File: src/rtl/convolve_pkg.sv
// Shared types and the pixel scaling helper for the convolution result writer.
package convolve_pkg;

   typedef enum logic [1:0] {
      S_idle,
      S_run,
      S_done
   } state_t;

   localparam int PIX_MAX = 255;

   // Arithmetic shift, then clamp to the unsigned 8-bit pixel range.
   function automatic logic [7:0] sat_pixel(input logic signed [47:0] i_val,
                                            input int unsigned         i_shift);
      logic signed [47:0] w_s;
      w_s = i_val >>> i_shift;
      if (w_s < 48'sd0)
         return 8'd0;
      else if (w_s > 48'sd255)
         return PIX_MAX[7:0];
      else
         return w_s[7:0];
   endfunction

endpackage

File: src/rtl/frame_raster_counter.sv
// Raster-order pixel counter: column, row and a running linear address,
// plus border/last-pixel classification of the current coordinate.
module frame_raster_counter #(
   parameter int WIDTH       = 640,
   parameter int HEIGHT      = 480,
   parameter int KERNEL_SIZE = 3,
   parameter int ADDR_W      = 19
) (
   input  logic              clk,
   input  logic              reset,
   input  logic              i_init,
   input  logic              i_advance,
   output logic [31:0]       o_w,
   output logic [31:0]       o_h,
   output logic [ADDR_W-1:0] o_addr,
   output logic              o_is_border,
   output logic              o_is_last
);

   localparam int M = KERNEL_SIZE / 2;

   logic [31:0]       r_w;
   logic [31:0]       r_h;
   logic [ADDR_W-1:0] r_addr;

   // Step through the frame; the address simply increments since raster
   // order makes h*WIDTH+w contiguous.
   always_ff @(posedge clk) begin
      if (reset || i_init) begin
         r_w    <= '0;
         r_h    <= '0;
         r_addr <= '0;
      end else if (i_advance) begin
         r_addr <= r_addr + ADDR_W'(1);
         if (r_w == WIDTH - 1) begin
            r_w <= '0;
            r_h <= r_h + 32'd1;
         end else begin
            r_w <= r_w + 32'd1;
         end
      end
   end

   assign o_w         = r_w;
   assign o_h         = r_h;
   assign o_addr      = r_addr;
   assign o_is_border = (r_w < M) || (r_w >= WIDTH - M) ||
                        (r_h < M) || (r_h >= HEIGHT - M);
   assign o_is_last   = (r_w == WIDTH - 1) && (r_h == HEIGHT - 1);

endmodule

File: src/rtl/convolve_result_writer.sv
// Sink of the convolution scan: writes one 8-bit pixel per frame position,
// zero on the border, scaled/saturated convolution results in the interior.
module convolve_result_writer
   import convolve_pkg::*;
#(
   parameter int WIDTH       = 640,
   parameter int HEIGHT      = 480,
   parameter int KERNEL_SIZE = 3,
   parameter int SHIFT       = 0,
   parameter int ADDR_W      = 19
) (
   input  logic               clk,
   input  logic               reset,
   input  logic               start,
   input  logic               in_valid,
   output logic               in_ready,
   input  logic signed [47:0] in_data,
   input  logic [31:0]        in_w,
   input  logic [31:0]        in_h,
   output logic               mem_we,
   output logic [ADDR_W-1:0]  mem_addr,
   output logic [7:0]         mem_wdata,
   output logic               busy,
   output logic               done,
   output logic               error
);

   state_t            r_state;
   logic              r_vld_p1;
   logic [ADDR_W-1:0] r_addr_p1;
   logic [7:0]        r_data_p1;
   logic              r_done;
   logic              r_error;

   logic [31:0]       w_w;
   logic [31:0]       w_h;
   logic [ADDR_W-1:0] w_addr;
   logic              w_is_border;
   logic              w_is_last;
   logic              w_run;
   logic              w_hs;
   logic              w_advance;
   logic              w_init;
   logic              w_tag_bad;
   logic [7:0]        w_pixel;

   frame_raster_counter #(
      .WIDTH       (WIDTH),
      .HEIGHT      (HEIGHT),
      .KERNEL_SIZE (KERNEL_SIZE),
      .ADDR_W      (ADDR_W)
   ) u_cnt (
      .clk         (clk),
      .reset       (reset),
      .i_init      (w_init),
      .i_advance   (w_advance),
      .o_w         (w_w),
      .o_h         (w_h),
      .o_addr      (w_addr),
      .o_is_border (w_is_border),
      .o_is_last   (w_is_last)
   );

   // Border pixels never wait for input; interior pixels wait for a result.
   assign w_run     = (r_state == S_run);
   assign in_ready  = w_run && !w_is_border;
   assign w_hs      = in_ready && in_valid;
   assign w_advance = w_run && (w_is_border || in_valid);
   assign w_init    = (r_state != S_run) && start;
   assign w_tag_bad = (in_w != w_w) || (in_h != w_h);
   assign w_pixel   = w_is_border ? 8'd0 : sat_pixel(in_data, int'(SHIFT));

   // Writer FSM with the registered write port (stage p0 -> p1).
   always_ff @(posedge clk) begin
      if (reset) begin
         r_state   <= S_idle;
         r_vld_p1  <= 1'b0;
         r_addr_p1 <= '0;
         r_data_p1 <= '0;
         r_done    <= 1'b0;
         r_error   <= 1'b0;
      end else begin
         case (r_state)
            S_idle, S_done: begin
               r_vld_p1 <= 1'b0;
               if (start) begin
                  r_state <= S_run;
                  r_done  <= 1'b0;
                  r_error <= 1'b0;
               end
            end
            S_run: begin
               r_vld_p1 <= w_advance;
               if (w_advance) begin
                  r_addr_p1 <= w_addr;
                  r_data_p1 <= w_pixel;
               end
               if (w_hs && w_tag_bad)
                  r_error <= 1'b1;
               if (w_advance && w_is_last) begin
                  r_state <= S_done;
                  r_done  <= 1'b1;
               end
            end
            default: r_state <= S_idle;
         endcase
      end
   end

   assign mem_we    = r_vld_p1;
   assign mem_addr  = r_addr_p1;
   assign mem_wdata = r_data_p1;
   assign busy      = w_run;
   assign done      = r_done;
   assign error     = r_error;

endmodule

File: config.mk
export PLATFORM = sky130hd
export DESIGN_NAME = convolve_result_writer
export DESIGN_NICKNAME = d
export VERILOG_FILES = /design/src/rtl/convolve_pkg.sv /design/src/rtl/frame_raster_counter.sv /design/src/rtl/convolve_result_writer.sv
export SDC_FILE = /design/constraint.sdc
export NUM_CORES = 1
export LEC_CHECK = 0
export CORE_MARGIN = 4
export CORE_UTILIZATION = 51
export DETAILED_ROUTE_END_ITERATION = 10
export PLACE_DENSITY = 0.91
export SYNTH_ARGS = -nofsm -noshare
export SYNTH_HDL_FRONTEND = slang
export SYNTH_SLANG_ARGS = --single-unit
File: constraint.sdc
create_clock -name clk -period 2.5 [get_ports clk]
set_input_delay 0.5 -clock clk [delete_from_list [all_inputs] [get_ports clk]]
set_output_delay 0.5 -clock clk [all_outputs]
set_load 0.1 [all_outputs]
==> out/qor.yml <==
tritoncts_sinks: 115
layout-area-overhead-vs-synth_pct: 55.7
timing.slew.headroom_pct: 41.9
drc_errors: 0
fillCellCount: 641
stdcell_area_um2: 9850
hold_violations: 0
yosysSeqAreaShare_pct: 36.4
global_route.usage.total_pct: 32.9
rows: 40
layout_worst_path_cycle_share_pct: 121
synth_area_um2: 6330
holdWs_ns: 0.471
ant_nets: 0
violations: "negative setup slack"
cp.required_ns: 2.85
worst_setup_path_end_kind: "flop"
synthesis.nets: 908
synth_enable_flop_cells: 0
gpl.final_weighted_congestion: 0.960
grt_pass1_vias: 7211
synth_top_cells_by_area: "sky130_fd_sc_hd__dfxtp_1, sky130_fd_sc_hd__xnor2_1, sky130_fd_sc_hd__nand4_1"
worstPathMaxFanout: 6
wl_per_cell_um: 24.7
postSynthCellCount: 787
clk_pin_slew_ns: 0.06
shortest_clock_period_the_worst_path_allows_after_layout_ns: 3.02
synthDistinctLibCells: 42
dp_hpwl_mm: 15.6
fp.dieW_um: 119
max_cap_violations: 0
drt_pre_antenna_iters: 8
path_buf_inv: 0
rsz_0062_raised_after_global_routing: "true"
crit_chain: "or3b_2, nor4_2, nand4_1, nand2b_1, or4_1, a21oi_1"
synth-main-ff-cell: "sky130_fd_sc_hd__dfxtp_1"
grt_pass1_wl_mm: 37.6
kind_of_cell_adding_the_most_delay_to_the_critical_path: "simple AND/OR/NAND/NOR gates"
ys_ff_latch: 115
synth_most_common_cell: "sky130_fd_sc_hd__dfxtp_1"
postLayoutSetupSlackWorst_ns: -0.524
share_clk_of_total_power_pct: 54.0
clock.fmax_mhz: 331
gr-total-overflow: 0
synth-warning-count: 0
die_area_um2: 14300
critPathKind: "flop to flop"
outcome: "complete, but fails checks"
synth_simple_gate_area_share_pct: 31.0
routed_via_density: 6.80
net-switching-power_w: 0.00121
synthDominantAreaCellType: "sky130_fd_sc_hd__dfxtp_1"
power.internal_w: 0.00381
max_stage_delay_ns: 0.67
drive_above_1_share_pct: 25.8
worst_skew_pair.late_latency_ns: 0.44
inserted_clock_buffers: 17
power.ir.vdd_worst_mv: 0.518
maximum_number_of_pins_on_one_net_before_global_route_repair: 35
synth_compound_area_share_pct: 13.7
async_flop_share_pct: 0
setup_viol: 92
synth_top_family_by_area: "simple AND/OR/NAND/NOR gates"
drt_iter0_markers: 1248
placed_cell_area_um2: 8250
arithmetic_cell_share_of_the_synthesized_area_counting_full_adders_half_adders_and_majority_gates_pct: 0.989
sequentialPowerShare_pct: 36.8
critical_path.slowest_cell: "sky130_fd_sc_hd__nor4_2"
core_region_area_um2: 12100
synth.mux.area_fraction_pct: 0.633
vias: 7992
cts-root-buf: "sky130_fd_sc_hd__clkbuf_16"
netSwitchingFraction_pct: 24.1
drt_wl_total_mm: 29.1
power.total_w: 0.00502
die_h_um: 119
cts_max_level: 4
yosys.area.top_type_share_pct: 36.4
clock-skew-final_ns: 0.0123
reg2reg_setup_slack_ns: -0.52
count_of_input_and_output_buffers: 147
slew_violations: 0
leakagePower_nw: 3.31
clockBufferDepth: 2
synth.cells.most_frequent: "sky130_fd_sc_hd__dfxtp_1, sky130_fd_sc_hd__xnor2_1, sky130_fd_sc_hd__a21oi_1, sky130_fd_sc_hd__nand4_1, sky130_fd_sc_hd__o21ai_0"
final_core_util_pct: 81.7
kind_of_path_behind_the_tightest_hold_check: "flop to flop"
design.portCount: 148
cts_hold_repair.buffers: 0
initial_utilization_pct: 52.5
tritoncts: "done"
antenna_found_initial: 0
antenna-diode-count: 0
cellPowerDensity_nw_per_um2: 509
combPwrFrac_pct: 9.2
post_synthesis_average_cell_area_um2: 8.04
synth_xor_xnor_area_share_pct: 12.7
worst_pin_slew_ns: 0.865
crit_arrival_ns: 3.37
net_count_reported_at_finish: 1115
worst_setup_start_kind: "flop"
path summary, 6_finish.rpt:
check,from,end,cells past startpoint
worst min register to register,mem_wdata[1],mem_wdata[1],1
worst max register to register,r_state[0],u_cnt.o_h[20],6
worst max-delay path,r_state[0],u_cnt.o_h[20],6
worst min-delay path,mem_wdata[1],mem_wdata[1],1
sequential cells by signal, summed over array words and instances, names as in the netlist, 2 cells and up:
register,cells
u_cnt.o_h,32
u_cnt.o_w,32
mem_addr,19
u_cnt.o_addr,19
mem_wdata,8
r_state,2
metrics by stage:
| stage | TNS [ns] | std cells | worst slack (ns) |
|---|---|---|---|
| 2_1_floorplan | -4.12 | 787 | -0.488 |
| 3_5_place_dp | -0.0419 | 1108 | -0.0419 |
| 3_3_place_gp | 0 | 1108 | 0.0754 |
| 6_report | -24.82 | 1175 | -0.524 |
| 4_1_cts | -0.704 | 1151 | -0.240 |
| 5_1_grt | -24.26 | 1175 | -0.562 |
power groups by stage:
stage          combinational [W]  sequential [W]  clock [W]
2_1_floorplan           0.000150         0.00189          0
3_3_place_gp            0.000422         0.00188          0
3_5_place_dp            0.000425         0.00188          0
4_1_cts                 0.000432         0.00184    0.00267
5_1_grt                 0.000478         0.00184    0.00280
6_report                0.000464         0.00184    0.00271
layout by cell type, fill, tap and decap left out, drive strengths merged, types with 4 or more instances in the layout:
cell           instances
clkdlybuf4s50        115
nor2                  47
xor2                  15
or4                   21
nor4                  36
and3                  15
and2                   8
or3                   33
o2bb2ai                8
bufinv                 4
dfxtp                115
buf                  118
xnor2                 77
clkbuf                27
nand4                 56
inv                   17
mux2i                  4
a21oi                 70
and4                   7
ha                     5
o211ai                 4
nand3                 47
nand2b                 7
nor3                  19
o31ai                 13
nand2                 46
o21ai                 56
layer usage:
metal	part of all wire, %	track usage (%)	up-vias
met4	8.9	16.5	0
li1	-	-	3311
met5	0	0	-
met3	12	9.83	272
met2	45	53.6	754
met1	34	39.2	3655
layout make-up:
type | instances | area, um2 | share of cell area (%)
Clock buffer | 19 | 453 | 4.60
Clock inverter | 13 | 195 | 1.98
Inverter | 14 | 53.8 | 0.546
Multi-Input combinational cell | 605 | 4210 | 42.7
Sequential cell | 115 | 2320 | 23.5
Tap cell | 168 | 210 | 2.13
Timing Repair Buffer | 241 | 2420 | 24.5
logic make-up (layout without fill, tap and decap cells):
logic type      after synthesis  in the layout
buf+inv                      67            287
flops                       115            115
fa+ha+maj                     5              5
mux                           4              4
compound gates              154            154
xor+xnor                     92             92
simple gates                350            350
timing repair:
item,in CTS,in global routing
cloned,2,10
setup endpoints to repair,4,85
gates resized for setup,23,121
pin swaps,22,75
setup buffers,9,14
Note: power is estimated with default switching activity, not from simulation.
